## src/rtl/reg_query_sched.sv

```systemverilog
// reg_query_sched: round-robin scheduler that serves one registry value query at a time
// (size lookup, buffer allocation, then a streamed data read).
module reg_query_sched #(
   parameter int NREQ  = 4,
   parameter int KEYW  = 16,
   parameter int DATAW = 32,
   parameter int MAXB  = 256
) (
   input  logic                     clk,
   input  logic                     rst,
   input  logic [NREQ-1:0]          req_valid,
   input  logic [NREQ*KEYW-1:0]     req_key,
   output logic [NREQ-1:0]          req_ready,
   output logic                     st_cmd_valid,
   output logic                     st_cmd_size_only,
   output logic [KEYW-1:0]          st_cmd_key,
   input  logic                     st_cmd_ready,
   input  logic                     st_rsp_valid,
   input  logic [DATAW-1:0]         st_rsp_data,
   input  logic                     st_rsp_err,
   output logic                     st_rsp_ready,
   output logic                     alloc_req,
   output logic [15:0]              alloc_words,
   input  logic                     alloc_gnt,
   output logic                     out_valid,
   output logic [$clog2(NREQ)-1:0]  out_id,
   output logic [DATAW-1:0]         out_data,
   output logic                     out_last,
   output logic                     out_err,
   input  logic                     out_ready
);
   localparam int IW = $clog2(NREQ);

   typedef enum logic [2:0] {IDLE, SZ_CMD, SZ_WAIT, ALLOC, RD_CMD, RD_STREAM, FIN} state_t;

   state_t          state_q, state_d;
   logic [IW-1:0]   ptr_q, ptr_d, id_q, id_d, win, idx;
   logic [KEYW-1:0] key_q, key_d;
   logic [15:0]     words_q, words_d, cnt_q, cnt_d;
   logic            err_q, err_d, found;
   logic [31:0]     size, wcalc;

   always_ff @(posedge clk) begin
      if (rst) begin
         state_q <= IDLE;
         ptr_q   <= IW'(NREQ-1);
         id_q    <= '0;
         key_q   <= '0;
         words_q <= '0;
         cnt_q   <= '0;
         err_q   <= 1'b0;
      end else begin
         state_q <= state_d;
         ptr_q   <= ptr_d;
         id_q    <= id_d;
         key_q   <= key_d;
         words_q <= words_d;
         cnt_q   <= cnt_d;
         err_q   <= err_d;
      end
   end

   // size in bytes rounded up to whole DATAW-bit words
   assign size  = 32'(st_rsp_data[15:0]);
   assign wcalc = (size * 32'd8 + 32'(DATAW - 1)) / 32'(DATAW);

   always_comb begin
      state_d          = state_q;
      ptr_d            = ptr_q;
      id_d             = id_q;
      key_d            = key_q;
      words_d          = words_q;
      cnt_d            = cnt_q;
      err_d            = err_q;
      req_ready        = '0;
      st_cmd_valid     = 1'b0;
      st_cmd_size_only = 1'b0;
      st_cmd_key       = key_q;
      st_rsp_ready     = 1'b0;
      alloc_req        = 1'b0;
      alloc_words      = '0;
      out_valid        = 1'b0;
      out_id           = id_q;
      out_data         = '0;
      out_last         = 1'b0;
      out_err          = 1'b0;
      found            = 1'b0;
      win              = '0;
      idx              = '0;
      // search starts one past the last granted requester
      for (int k = 1; k <= NREQ; k++) begin
         idx = IW'((int'(ptr_q) + k) % NREQ);
         if (!found && req_valid[idx]) begin
            found = 1'b1;
            win   = idx;
         end
      end
      case (state_q)
         IDLE: if (found) begin
            req_ready = NREQ'(1) << win;
            ptr_d     = win;
            id_d      = win;
            key_d     = req_key[win*KEYW +: KEYW];
            words_d   = '0;
            cnt_d     = '0;
            err_d     = 1'b0;
            state_d   = SZ_CMD;
         end
         SZ_CMD: begin
            st_cmd_valid     = 1'b1;
            st_cmd_size_only = 1'b1;
            if (st_cmd_ready) state_d = SZ_WAIT;
         end
         SZ_WAIT: begin
            st_rsp_ready = 1'b1;
            if (st_rsp_valid) begin
               if (st_rsp_err || size > 32'(MAXB)) begin
                  err_d   = 1'b1;
                  state_d = FIN;
               end else if (size == 32'd0) begin
                  state_d = FIN;
               end else begin
                  words_d = wcalc[15:0];
                  state_d = ALLOC;
               end
            end
         end
         ALLOC: begin
            alloc_req   = 1'b1;
            alloc_words = words_q;
            if (alloc_gnt) state_d = RD_CMD;
         end
         RD_CMD: begin
            st_cmd_valid = 1'b1;
            if (st_cmd_ready) state_d = RD_STREAM;
         end
         RD_STREAM: begin
            st_rsp_ready = out_ready;
            out_valid    = st_rsp_valid;
            out_data     = st_rsp_data;
            out_err      = st_rsp_err;
            out_last     = st_rsp_err || (cnt_q == words_q - 16'd1);
            if (st_rsp_valid && out_ready) begin
               if (out_last) state_d = IDLE;
               else cnt_d = cnt_q + 16'd1;
            end
         end
         FIN: begin
            out_valid = 1'b1;
            out_last  = 1'b1;
            out_err   = err_q;
            if (out_ready) state_d = IDLE;
         end
         default: state_d = IDLE;
      endcase
   end
endmodule

```

## config.mk

```make
export PLATFORM = sky130hd
export DESIGN_NAME = reg_query_sched
export DESIGN_NICKNAME = d
export VERILOG_FILES = /design/src/rtl/reg_query_sched.sv
export SDC_FILE = /design/constraint.sdc
export NUM_CORES = 1
export LEC_CHECK = 0
export ABC_AREA = 1
export CORE_MARGIN = 1.5
export CORE_UTILIZATION = 40
export CTS_CLUSTER_SIZE = 25
export DETAILED_ROUTE_END_ITERATION = 7
export GPL_TIMING_DRIVEN = 0
export PLACE_DENSITY_LB_ADDON = 0.2
export SETUP_SLACK_MARGIN = 0.3
export SYNTH_ARGS = -nofsm -noshare
export SYNTH_HDL_FRONTEND = slang
export SYNTH_SLANG_ARGS = --single-unit
```

## constraint.sdc

```tcl
create_clock -name clk -period 2.6 [get_ports clk]
set_input_delay 0.39 -clock clk [delete_from_list [all_inputs] [get_ports clk]]
set_output_delay 0.39 -clock clk [all_outputs]
set_load 0.02 [all_outputs]
```

==> results of run 1 <==
-- cell type report --
type                    count  area [µm²]  area share (%)
multi-input cells         598        3150            42.0
repair buffers            214        1940            25.9
flip-flops and latches     55        1120            14.9
inverters                 173         668            8.89
plain buffers              36         289            3.85
well taps                 143         179            2.38
clock buffers               5         125            1.67
clock inverters             2        37.5           0.500
-- kinds of logic (layout without fill, tap and decap cells) --
family | after synthesis | count (layout) | synth area share, %
flip-flops | 55 | 55 | 22.9
AO/OA/AOI/OAI | 43 | 43 | 5.62
XOR/XNOR | 26 | 26 | 4.73
adder cells (fa/ha/maj) | 2 | 2 | 0.520
other | 1 | 1 | 0.0780
AND/OR/NAND/NOR | 526 | 526 | 47.9
buffers and inverters | 209 | 430 | 18.2
-- how the worst max path moves through the flow --
stage / startpoint / end / cells after the start
floorplan: state_q[0]$_SDFFE_PP0P_ / alloc_words[10] / 5
global placement: req_valid[1] / req_ready[3] / 14
detailed placement: req_valid[1] / req_ready[3] / 14
CTS: ptr_q[0]$_SDFFE_PP1P_ / req_ready[0] / 14
global route: ptr_q[0]$_SDFFE_PP1P_ / req_ready[0] / 14
finish: ptr_q[0]$_SDFFE_PP1P_ / req_ready[2] / 14
-- flip-flops by register name (all words and copies together), names as in the netlist --
signal and count:
words_q 15, st_cmd_key 16, out_id 2, ptr_q 2
cnt_q 16, err_q 1, state_q 3
-- layout by cell type (no fill, tap or decap), types with 10 or more instances in the layout --
| cell type | n |
|---|---|
| sky130_fd_sc_hd__nor2_1 | 136 |
| sky130_fd_sc_hd__clkdlybuf4s50_1 | 122 |
| sky130_fd_sc_hd__buf_6 | 16 |
| sky130_fd_sc_hd__clkbuf_2 | 20 |
| sky130_fd_sc_hd__dfxtp_2 | 10 |
| sky130_fd_sc_hd__nand2_2 | 26 |
| sky130_fd_sc_hd__dlygate4sd2_1 | 17 |
| sky130_fd_sc_hd__inv_1 | 156 |
| sky130_fd_sc_hd__inv_2 | 10 |
| sky130_fd_sc_hd__dfxtp_1 | 44 |
| sky130_fd_sc_hd__nand2_1 | 200 |
| sky130_fd_sc_hd__xnor2_1 | 10 |
| sky130_fd_sc_hd__nor2_4 | 14 |
| sky130_fd_sc_hd__a21oi_1 | 11 |
| sky130_fd_sc_hd__a21oi_2 | 11 |
| sky130_fd_sc_hd__buf_4 | 34 |
| sky130_fd_sc_hd__nor3_1 | 13 |
| sky130_fd_sc_hd__buf_2 | 12 |
| sky130_fd_sc_hd__xor2_1 | 14 |
| sky130_fd_sc_hd__nand3_1 | 89 |
-- report_power, final --
part | switching [W] | internal [W]
Clock | 0.000311 | 0.000450
Combinational | 0.00378 | 0.00274
Sequential | 0.000189 | 0.00105
Total | 0.00428 | 0.00424
-- metal layers --
| layer | wire (µm) | global-route usage [%] | up-vias |
|---|---|---|---|
| met5 | 0 | 0 | - |
| met4 | 199 | 3.88 | 0 |
| met3 | 995 | 5.29 | 20 |
| met2 | 7970 | 44.0 | 160 |
| met1 | 6440 | 29.1 | 2497 |
| li1 | - | - | 3024 |
-- worst max-delay path: stages (launching register included) --
cell and delay [ns]:
sky130_fd_sc_hd__dfxtp_2 0.34, sky130_fd_sc_hd__buf_8 0.14, sky130_fd_sc_hd__xnor2_4 0.20, sky130_fd_sc_hd__nand3_2 0.12
sky130_fd_sc_hd__o21ai_2 0.14, sky130_fd_sc_hd__buf_4 0.18, sky130_fd_sc_hd__nand2_2 0.08, sky130_fd_sc_hd__nor2_4 0.14
sky130_fd_sc_hd__inv_2 0.06, sky130_fd_sc_hd__nand2_4 0.08, sky130_fd_sc_hd__inv_6 0.04, sky130_fd_sc_hd__buf_12 0.13
sky130_fd_sc_hd__nand2_8 0.08, sky130_fd_sc_hd__nor2_1 0.04, sky130_fd_sc_hd__buf_4 0.15
-- per-stage QoR --
step                      total power [W]  utilization (%)  cell area (µm²)  TNS [ns]  hold slack [ns]
after floorplan                   0.00482                -             4810         0            0.444
after global placement            0.00624             58.8             6810     -6.37            0.452
after detailed placement          0.00628             58.8             6810     -5.90            0.454
after CTS                         0.00789             63.9             7380         0            0.464
after global routing              0.00921             65.0             7510    -0.215            0.499
final                             0.00853             65.0             7510   -0.0160            0.468
-- what timing repair did --
item	in CTS	in global routing
pin swaps	28	18
setup endpoints to repair	55	91
gates cloned	1	4
gates resized for setup	194	99
setup buffers	21	7
==> impl_results.rst, run 1 <==
.. list-table::
   :header-rows: 1

   * - Metric
     - Value
   * - Run status
     - finished, violations left
   * - Violated checks
     - setup timing
   * - Core ar.
     - 11,600 µm²
   * - Buffers added on ports
     - 181
   * - Launching point of the worst reg2reg path
     - ptr_q[0]$_SDFFE_PP1P_
   * - EDFF count, synth
     - 0
   * - Critical Path AT
     - 2.23 ns
   * - Endpoint kind of the worst setup timing path
     - primary output
   * - Antenna violations before repair
     - 0
   * - Pwr/cell area
     - 1130 nW/µm²
   * - Number of cells after detailed placement
     - 1,186
   * - Class of the most critical setup path
     - register to primary output
   * - Nets
     - 1,192
   * - Clock Root Buffer
     - sky130_fd_sc_hd__clkbuf_16
   * - Maximum clock skew at final layout
     - 0.00958 ns
   * - Final std cells w/o fill
     - 1,226
   * - Worst slack at placement
     - -0.749 ns
   * - Cell types with the highest counts after synthesis
     - sky130_fd_sc_hd__nand2_1, sky130_fd_sc_hd__inv_1, sky130_fd_sc_hd__nor2_1
   * - Category of the worst setup path launch point
     - register
   * - Hold-critical path depth
     - 2
   * - Number of inserted diodes
     - 0
   * - Top achievable clock speed
     - 382 MHz
   * - Clock transition time at the flip-flop clock pins of the worst setup and hold paths
     - 0.07 ns
   * - Global-route wire length before repair
     - 25,100 µm
   * - Clock insertion delay at the later pin of the skew report
     - 0.29 ns
   * - Worst IR drop on VDD
     - 0.000896 V
   * - Fraction of synthesis flops using an asynchronous set or reset pin
     - 0%
   * - Antenna Nets Post-Route
     - 0
   * - Via-per-instance ratio
     - 4.65
   * - Share of layout cells above drive strength 1
     - 20.8%
   * - Remaining global-route overflow
     - 0
   * - Number of placed I/O pins
     - 184
   * - Cells after Synth
     - 862
   * - Total iterations of the first detailed-routing run
     - 4
   * - Period utilisation layout
     - 101%
   * - Gp weighted congestion
     - 0.919
   * - Via count of the first global-routing pass
     - 5,299
   * - Final setup slack of the worst path
     - -0.0160 ns
   * - Hold violation count in the final report
     - 0
   * - Flip-flop cell with the highest count after synthesis
     - sky130_fd_sc_hd__dfxtp_1
   * - Die H
     - 113 µm
   * - Average footprint of a synthesized cell
     - 5.58 µm²
   * - CTS buffer count
     - 5
   * - Hold path endpoint
     - out_id[0]$_SDFFE_PP0P_
   * - Area contributors post-synth
     - sky130_fd_sc_hd__dfxtp_1, sky130_fd_sc_hd__nand2_1, sky130_fd_sc_hd__inv_1
   * - Cell area after technology mapping
     - 4810 µm²
   * - Overall routing resource usage
     - 24.0%
   * - Startpoint of the worst hold path
     - out_id[0]$_SDFFE_PP0P_
   * - Vias after detailed routing
     - 5,701
   * - Overall die width
     - 113 µm
   * - Most frequently used cell type in the post-synthesis netlist
     - sky130_fd_sc_hd__nand2_1
   * - Distinct cells, synth
     - 39
   * - Critical-path maximum fanout
     - 5
   * - Path type of the worst min-delay path
     - register to register
   * - Reg-to-reg endpoint
     - st_cmd_key[12]$_SDFFE_PP0P_
   * - Worst-Margin Slew
     - 0.736 ns
   * - Library cell with the largest summed area after synthesis
     - sky130_fd_sc_hd__dfxtp_1
   * - Area enclosed by the die boundary
     - 12,700 µm²
   * - Total Wirelength
     - 15,600 µm
   * - Synth top area share
     - 22.9%
   * - Cts-stage hold buffer count
     - 0
   * - Max-slew violation count
     - 0
   * - Initial standard-cell utilization of the core
     - 41.6%
   * - Setup-violating endpoint count in the final report
     - 1
   * - Number of warnings issued by yosys
     - 0
   * - HPWL after detailed placement
     - 11,500 µm
   * - Portion of the post-synthesis area used by sequential elements
     - 22.9%
   * - Number of buffers between clock root and the deepest sink
     - 2
   * - Maximum number of pins on one net before global-route repair
     - 17
   * - Tightest slew margin relative to the limit
     - 50.9%
   * - Number of sinks on the clock net
     - 55
   * - Worst reg-to-reg setup slack
     - 0.16 ns
   * - Initial DRC Count
     - 252
   * - Htree depth
     - 2
   * - Area added between synthesis and finish
     - 56.2%
   * - Number of remaining DRC errors
     - 0
   * - # rows
     - 39
   * - Register-to-Register Path Depth
     - 16
   * - Unrepaired setup endpoints after global routing
     - true
   * - Number of fillers in the final layout
     - 1,096
   * - Mapped Nets
     - 971
   * - Synthesized flop and latch total
     - 55
   * - Critical path data required time
     - 2.21 ns
   * - WL per Instance
     - 12.7 µm
   * - Clock period minus final worst setup slack
     - 2.62 ns
   * - Number of max-capacitance violations reported
     - 0
   * - CTS tree
     - done
   * - Total leakage power
     - 3.72 nW
Note: power is estimated with default switching activity, not from simulation.
==> inputs of run 2 (changes only) <==
Settings changed: CTS_CLUSTER_SIZE 25 to default, PLACE_DENSITY from default to 0.82, PLACE_DENSITY_LB_ADDON 0.2 to default.
==> run 2 against run 1 <==
Against the previous run: the run still ends with setup timing left; total power increased by 6.9%; sequential power about the same; clock power is 8.6% lower; cell area rose by 2.7%; via count grew 5.6%.
==> impl_results.rst, run 2 (synthesized netlist as in run 1, its figures left out) <==
.. list-table::
   :header-rows: 1

   * - Metric
     - Value
   * - Run status
     - finished, violations left
   * - Violated checks
     - setup timing
   * - CTS buffer count
     - 5
   * - Critical Path AT
     - 2.23 ns
   * - Number of buffers between clock root and the deepest sink
     - 2
   * - Remaining global-route overflow
     - 0
   * - Number of remaining DRC errors
     - 0
   * - Switch share
     - 50.7%
   * - Net switching power
     - 0.00463 W
   * - Class of the most critical setup path
     - register to primary output
   * - Path type of the worst min-delay path
     - register to register
   * - Total iterations of the first detailed-routing run
     - 6
   * - Global-route wire length before repair
     - 25,500 µm
   * - # rows
     - 39
   * - Via count of the first global-routing pass
     - 5,468
   * - Core ar.
     - 11,600 µm²
   * - Tightest slew margin relative to the limit
     - 52.9%
   * - Initial DRC Count
     - 280
   * - Final setup slack of the worst path
     - -0.0238 ns
   * - Clock group share of total power
     - 7.6%
   * - Core occupancy in the finished layout
     - 66.8%
   * - Overall routing resource usage
     - 24.4%
   * - Critical-path maximum fanout
     - 5
   * - Setup TNS
     - -0.0605 ns
   * - Most frequent standard cell in the layout excluding fill and tap cells
     - sky130_fd_sc_hd__nand2_1
   * - Critical path startpoint
     - ptr_q[0]$_SDFFE_PP1P_
   * - Overall die width
     - 113 µm
   * - Clock Root Buffer
     - sky130_fd_sc_hd__clkbuf_16
   * - Combinational group share of total power
     - 78.8%
   * - Leading cell types in the layout, fill and taps excluded
     - sky130_fd_sc_hd__nand2_1, sky130_fd_sc_hd__inv_1, sky130_fd_sc_hd__nor2_1, sky130_fd_sc_hd__clkdlybuf4s50_1, sky130_fd_sc_hd__nand3_1
   * - Number of max-capacitance violations reported
     - 0
   * - Buffers added on ports
     - 181
   * - Category of the worst setup path launch point
     - register
   * - Htree depth
     - 2
   * - Max-slew violation count
     - 0
   * - Die H
     - 113 µm
   * - Total Wirelength
     - 16,700 µm
   * - Register-to-Register Path Depth
     - 18
   * - Number of sinks on the clock net
     - 55
   * - Critical path data required time
     - 2.21 ns
   * - Maximum number of pins on one net before global-route repair
     - 18
   * - Top achievable clock speed
     - 381 MHz
   * - Endpoint kind of the worst setup timing path
     - primary output
   * - Setup-violating endpoint count in the final report
     - 3
   * - Number of placed I/O pins
     - 184
   * - Share of layout cells above drive strength 1
     - 22.8%
   * - Launching point of the worst reg2reg path
     - ptr_q[0]$_SDFFE_PP1P_
   * - Initial standard-cell utilization of the core
     - 41.6%
   * - Gp weighted congestion
     - 0.895
   * - Antenna violations before repair
     - 0
   * - Worst reg-to-reg setup slack
     - 0.14 ns
   * - Reg power frac
     - 13.6%
   * - WL per Instance
     - 13.4 µm
   * - Via-per-instance ratio
     - 4.85
   * - Worst IR drop on VDD
     - 0.00121 V
   * - Nets
     - 1,207
   * - Number of inserted diodes
     - 0
   * - Pwr/cell area
     - 1180 nW/µm²
   * - Maximum clock skew at final layout
     - 0.00610 ns
   * - Hold violation count in the final report
     - 0
   * - Setup crit end
     - req_ready[2]
   * - Reg-to-reg endpoint
     - st_cmd_key[6]$_SDFFE_PP0P_
   * - Antenna Nets Post-Route
     - 0
   * - Clock insertion delay at the later pin of the skew report
     - 0.29 ns
   * - Worst-Margin Slew
     - 0.706 ns
   * - Clock transition time at the flip-flop clock pins of the worst setup and hold paths
     - 0.07 ns
   * - Unrepaired setup endpoints after global routing
     - true
   * - HPWL after detailed placement
     - 11,800 µm
   * - Cts-stage hold buffer count
     - 0
   * - CTS tree
     - done
   * - Clock period minus final worst setup slack
     - 2.62 ns
   * - Area added between synthesis and finish
     - 60.5%
   * - Total leakage power
     - 3.83 nW
   * - Area enclosed by the die boundary
     - 12,700 µm²
   * - Period utilisation layout
     - 101%
   * - Vias after detailed routing
     - 6,020
   * - Cell internal power dissipation
     - 0.00449 W
==> run 2: per-layer routing <==
metal | global-route usage [%] | share of wire [%] | up-vias
li1 | - | - | 3057
met1 | 29.8 | 41 | 2695
met2 | 43.7 | 49 | 225
met3 | 4.59 | 6.2 | 43
met4 | 6.75 | 3.4 | 0
met5 | 0 | 0 | -
==> run 2: final cells by class <==
type | count | area [µm²]
fillers | 967 | 3840
multi-input cells | 598 | 3260
repair buffers | 229 | 2040
flip-flops and latches | 55 | 1120
inverters | 173 | 686
plain buffers | 36 | 274
well taps | 143 | 179
clock buffers | 6 | 139
clock inverters | 2 | 16.3
==> run 2: worst min-delay path by stage <==
stage,start,end,slack (ns),depth (start not counted)
finish,out_id[1]$_SDFFE_PP0P_,out_id[1]$_SDFFE_PP0P_,0.47,2
CTS,out_id[0]$_SDFFE_PP0P_,out_id[0]$_SDFFE_PP0P_,0.47,2
floorplan,err_q$_SDFFE_PP0P_,err_q$_SDFFE_PP0P_,0.44,2
detailed placement,out_id[0]$_SDFFE_PP0P_,out_id[0]$_SDFFE_PP0P_,0.46,2
global route,err_q$_SDFFE_PP0P_,err_q$_SDFFE_PP0P_,0.49,2
global placement,out_id[0]$_SDFFE_PP0P_,out_id[0]$_SDFFE_PP0P_,0.45,2
==> run 2: per-stage QoR <==
stage	total power (W)	instance area (µm²)	setup slack [ns]	cells	hold WS [ns]
floorplan	0.00482	4810	0.322	862	0.444
global placement	0.00619	6810	-0.716	1186	0.452
detailed placement	0.00625	6810	-0.757	1186	0.456
CTS	0.00770	7320	0.111	1218	0.466
global route	0.00978	7720	-0.103	1242	0.489
finish	0.00912	7720	-0.0238	1242	0.466
==> run 2: timing repair <==
item,in CTS,in global routing
pin swaps,21,34
setup buffers,23,23
cloned,1,1
resized for setup,160,149
endpoints found under the setup margin,69,89
==> run 2: power by group through the flow <==
stage               clock [W]  combinational [W]  sequential [W]
detailed placement          0            0.00505         0.00120
global route         0.000747            0.00777         0.00126
floorplan                   0            0.00353         0.00129
finish               0.000695            0.00718         0.00124
CTS                  0.000705            0.00579         0.00121
global placement            0            0.00499         0.00120
==> run 2: worst max-delay path: stages, from the launching register on <==
cell and delay (ns):
sky130_fd_sc_hd__dfxtp_2 0.36, sky130_fd_sc_hd__buf_6 0.14, sky130_fd_sc_hd__nand2_1 0.08, sky130_fd_sc_hd__nand2_2 0.10, sky130_fd_sc_hd__nand2_2 0.06, sky130_fd_sc_hd__o21ai_4 0.11, sky130_fd_sc_hd__nand3_2 0.16, sky130_fd_sc_hd__o21ai_2 0.14
sky130_fd_sc_hd__o21ai_1 0.08, sky130_fd_sc_hd__nand2_1 0.15, sky130_fd_sc_hd__buf_6 0.15, sky130_fd_sc_hd__buf_8 0.14, sky130_fd_sc_hd__nand2_8 0.07, sky130_fd_sc_hd__nor2_4 0.09, sky130_fd_sc_hd__buf_6 0.12
==> inputs of run 3 (changes only) <==
Settings changed: CORE_MARGIN 1.5 to 5.
==> run 3 against run 2 <==
Against the previous run: total power fell by 7.5%; hold slack better by 0.0070 ns; critical path depth rose by 1; via count decreased by 1.9%; global-route usage is 2.3 points lower; largest cell class unchanged; clock skew is 0.0030 ns higher; register-to-register slack improved by 0.17 ns; sequential power about the same; critical endpoint is now req_ready[1]; final cell count shrank 1.0%; the flow still finishes with violations (setup timing); non-clock buffer count shrank 17.
==> impl_results.rst, run 3 (synthesized netlist as in run 1, its figures left out) <==
.. list-table::
   :header-rows: 1

   * - Metric
     - Value
   * - CTS tree
     - done
   * - Most frequent standard cell in the layout excluding fill and tap cells
     - sky130_fd_sc_hd__nand2_1
   * - Cts-stage hold buffer count
     - 0
   * - Post-route design area
     - 7460 µm²
   * - Gp weighted congestion
     - 0.932
   * - Die H
     - 120 µm
   * - Number of max-capacitance violations reported
     - 0
   * - Register-to-Register Path Depth
     - 20
   * - Critical Path AT
     - 2.21 ns
   * - Final total power
     - 0.00844 W
   * - Routed length on met3
     - 1320 µm
   * - Top achievable clock speed
     - 384 MHz
   * - Number of buffers between clock root and the deepest sink
     - 2
   * - Max-slew violation count
     - 0
   * - Hold-critical path depth
     - 2
   * - Category of the worst setup path launch point
     - register
   * - Number of fillers in the final layout
     - 1,119
   * - Pwr/cell area
     - 1130 nW/µm²
   * - Vias after detailed routing
     - 5,907
   * - Via-per-instance ratio
     - 4.81
   * - Clock transition time at the flip-flop clock pins of the worst setup and hold paths
     - 0.07 ns
   * - Total leakage power
     - 3.71 nW
   * - Global-route wire length before repair
     - 26,400 µm
   * - HPWL after detailed placement
     - 12,300 µm
   * - Period utilisation layout
     - 100%
   * - Critical path startpoint
     - ptr_q[0]$_SDFFE_PP1P_
   * - Via count of the first global-routing pass
     - 5,671
   * - Hold violation count in the final report
     - 0
   * - CTS buffer count
     - 5
   * - Buffers added on ports
     - 181
   * - # rows
     - 40
   * - Overall routing resource usage
     - 22.1%
   * - Worst reg-to-reg setup slack
     - 0.31 ns
   * - Final setup slack of the worst path
     - -0.00197 ns
   * - Total Wirelength
     - 16,500 µm
   * - Run status
     - finished, violations left
   * - Critical Path Most Common Cell
     - sky130_fd_sc_hd__nand2_2
   * - Area enclosed by the die boundary
     - 14,300 µm²
   * - Clock Root Buffer
     - sky130_fd_sc_hd__clkbuf_16
   * - Clock period minus final worst setup slack
     - 2.60 ns
   * - Critical-path cell list
     - buf_6, inv_4, nand2_2, nand2_2, nand2_2, o21ai_4, buf_6, nor2_2, nand2_2, nand3_1, nand2_2, inv_2, nand2_2, nor2_2, buf_6
   * - Worst IR drop on VDD
     - 0.000980 V
   * - Setup-violating endpoint count in the final report
     - 1
   * - Highest metal layer with signal wires
     - met4
   * - Htree depth
     - 2
   * - WL per Instance
     - 13.5 µm
   * - Dpl cell area
     - 6810 µm²
   * - Maximum clock skew at final layout
     - 0.00911 ns
   * - Slowest stage delay, CP
     - 0.35 ns
   * - Antenna violations before repair
     - 0
   * - Core ar.
     - 11,900 µm²
   * - Leading cell types in the layout, fill and taps excluded
     - sky130_fd_sc_hd__nand2_1, sky130_fd_sc_hd__inv_1, sky130_fd_sc_hd__nor2_1, sky130_fd_sc_hd__clkdlybuf4s50_1, sky130_fd_sc_hd__nand3_1
   * - Post-route met1 wirelength
     - 6460 µm
   * - Total iterations of the first detailed-routing run
     - 7
   * - Critical-path maximum fanout
     - 5
   * - Worst-Margin Slew
     - 0.713 ns
   * - Number of placed I/O pins
     - 184
   * - Nets
     - 1,190
   * - Class of the most critical setup path
     - register to primary output
   * - Maximum number of pins on one net before global-route repair
     - 17
   * - Cell at the slowest stage of the critical path
     - sky130_fd_sc_hd__dfxtp_2
   * - Initial standard-cell utilization of the core
     - 40.4%
   * - Number of sinks on the clock net
     - 55
   * - Detail Route met2 WL
     - 8470 µm
   * - Clock insertion delay at the later pin of the skew report
     - 0.29 ns
   * - Critical path data required time
     - 2.21 ns
   * - Antenna Nets Post-Route
     - 0
   * - Path type of the worst min-delay path
     - register to register
   * - Number of remaining DRC errors
     - 0
   * - Endpoint kind of the worst setup timing path
     - primary output
   * - Remaining global-route overflow
     - 0
   * - Area added between synthesis and finish
     - 55.2%
   * - Violated checks
     - setup timing
   * - Setup crit end
     - req_ready[1]
   * - Unrepaired setup endpoints after global routing
     - true
   * - Tightest slew margin relative to the limit
     - 52.5%
   * - Share of layout cells above drive strength 1
     - 20.8%
   * - Initial DRC Count
     - 404
   * - Launching point of the worst reg2reg path
     - ptr_q[0]$_SDFFE_PP1P_
   * - Reg-to-reg endpoint
     - st_cmd_key[4]$_SDFFE_PP0P_
   * - Overall die width
     - 120 µm
   * - Number of inserted diodes
     - 0
==> run 3: final cells by class <==
type | instances | area, µm² | area share [%]
Clock buffer | 6 | 139 | 1.86
Inverter | 173 | 667 | 8.94
Tap cell | 147 | 184 | 2.46
Buffer | 36 | 262 | 3.50
Multi-Input combinational cell | 598 | 3180 | 42.6
Timing Repair Buffer | 212 | 1880 | 25.2
Sequential cell | 55 | 1120 | 15.0
Clock inverter | 2 | 35.0 | 0.469
==> run 3: worst min path at each step <==
stage,start,end
6_report,out_id[0]$_SDFFE_PP0P_,out_id[0]$_SDFFE_PP0P_
5_1_grt,err_q$_SDFFE_PP0P_,err_q$_SDFFE_PP0P_
4_1_cts,err_q$_SDFFE_PP0P_,err_q$_SDFFE_PP0P_
3_5_place_dp,err_q$_SDFFE_PP0P_,err_q$_SDFFE_PP0P_
3_3_place_gp,out_id[0]$_SDFFE_PP0P_,out_id[0]$_SDFFE_PP0P_
2_1_floorplan,err_q$_SDFFE_PP0P_,err_q$_SDFFE_PP0P_
==> run 3: where the power goes <==
part / switching [W] / internal [W]
combinational: 0.00381 / 0.00260
sequential: 0.000183 / 0.00105
clock: 0.000312 / 0.000480
==> run 3: timing repair <==
item,CTS,global route
gates cloned,1,0
setup endpoints to repair,55,95
pin swaps,17,26
gates resized for setup,155,117
buffers inserted,21,9
==> run 3: worst max-delay path: cells and delay by family (launching register included) <==
family                 cells  cell delay [ns]
flip-flops                 1             0.35
AO/OA/AOI/OAI              1             0.07
buffers and inverters      5             0.61
AND/OR/NAND/NOR            9             0.89
==> run 3: through the flow <==
| step | hold WS [ns] | utilization [%] | setup slack (ns) | std cells | setup TNS (ns) |
|---|---|---|---|---|---|
| floorplan | 0.444 | - | 0.322 | 862 | 0 |
| global placement | 0.451 | 57.2 | -0.750 | 1190 | -7.35 |
| detailed placement | 0.458 | 57.2 | -0.758 | 1190 | -8.01 |
| CTS | 0.468 | 61.3 | -0.00249 | 1220 | -0.00249 |
| global route | 0.493 | 62.6 | -0.120 | 1229 | -0.384 |
| finish | 0.473 | 62.6 | -0.00197 | 1229 | -0.00197 |
==> run 3: per-layer routing <==
| layer | up-vias | global-route usage (%) |
|---|---|---|
| met5 | - | 0 |
| li1 | 3033 | - |
| met2 | 190 | 41.0 |
| met3 | 31 | 6.17 |
| met4 | 0 | 5.51 |
| met1 | 2653 | 24.8 |
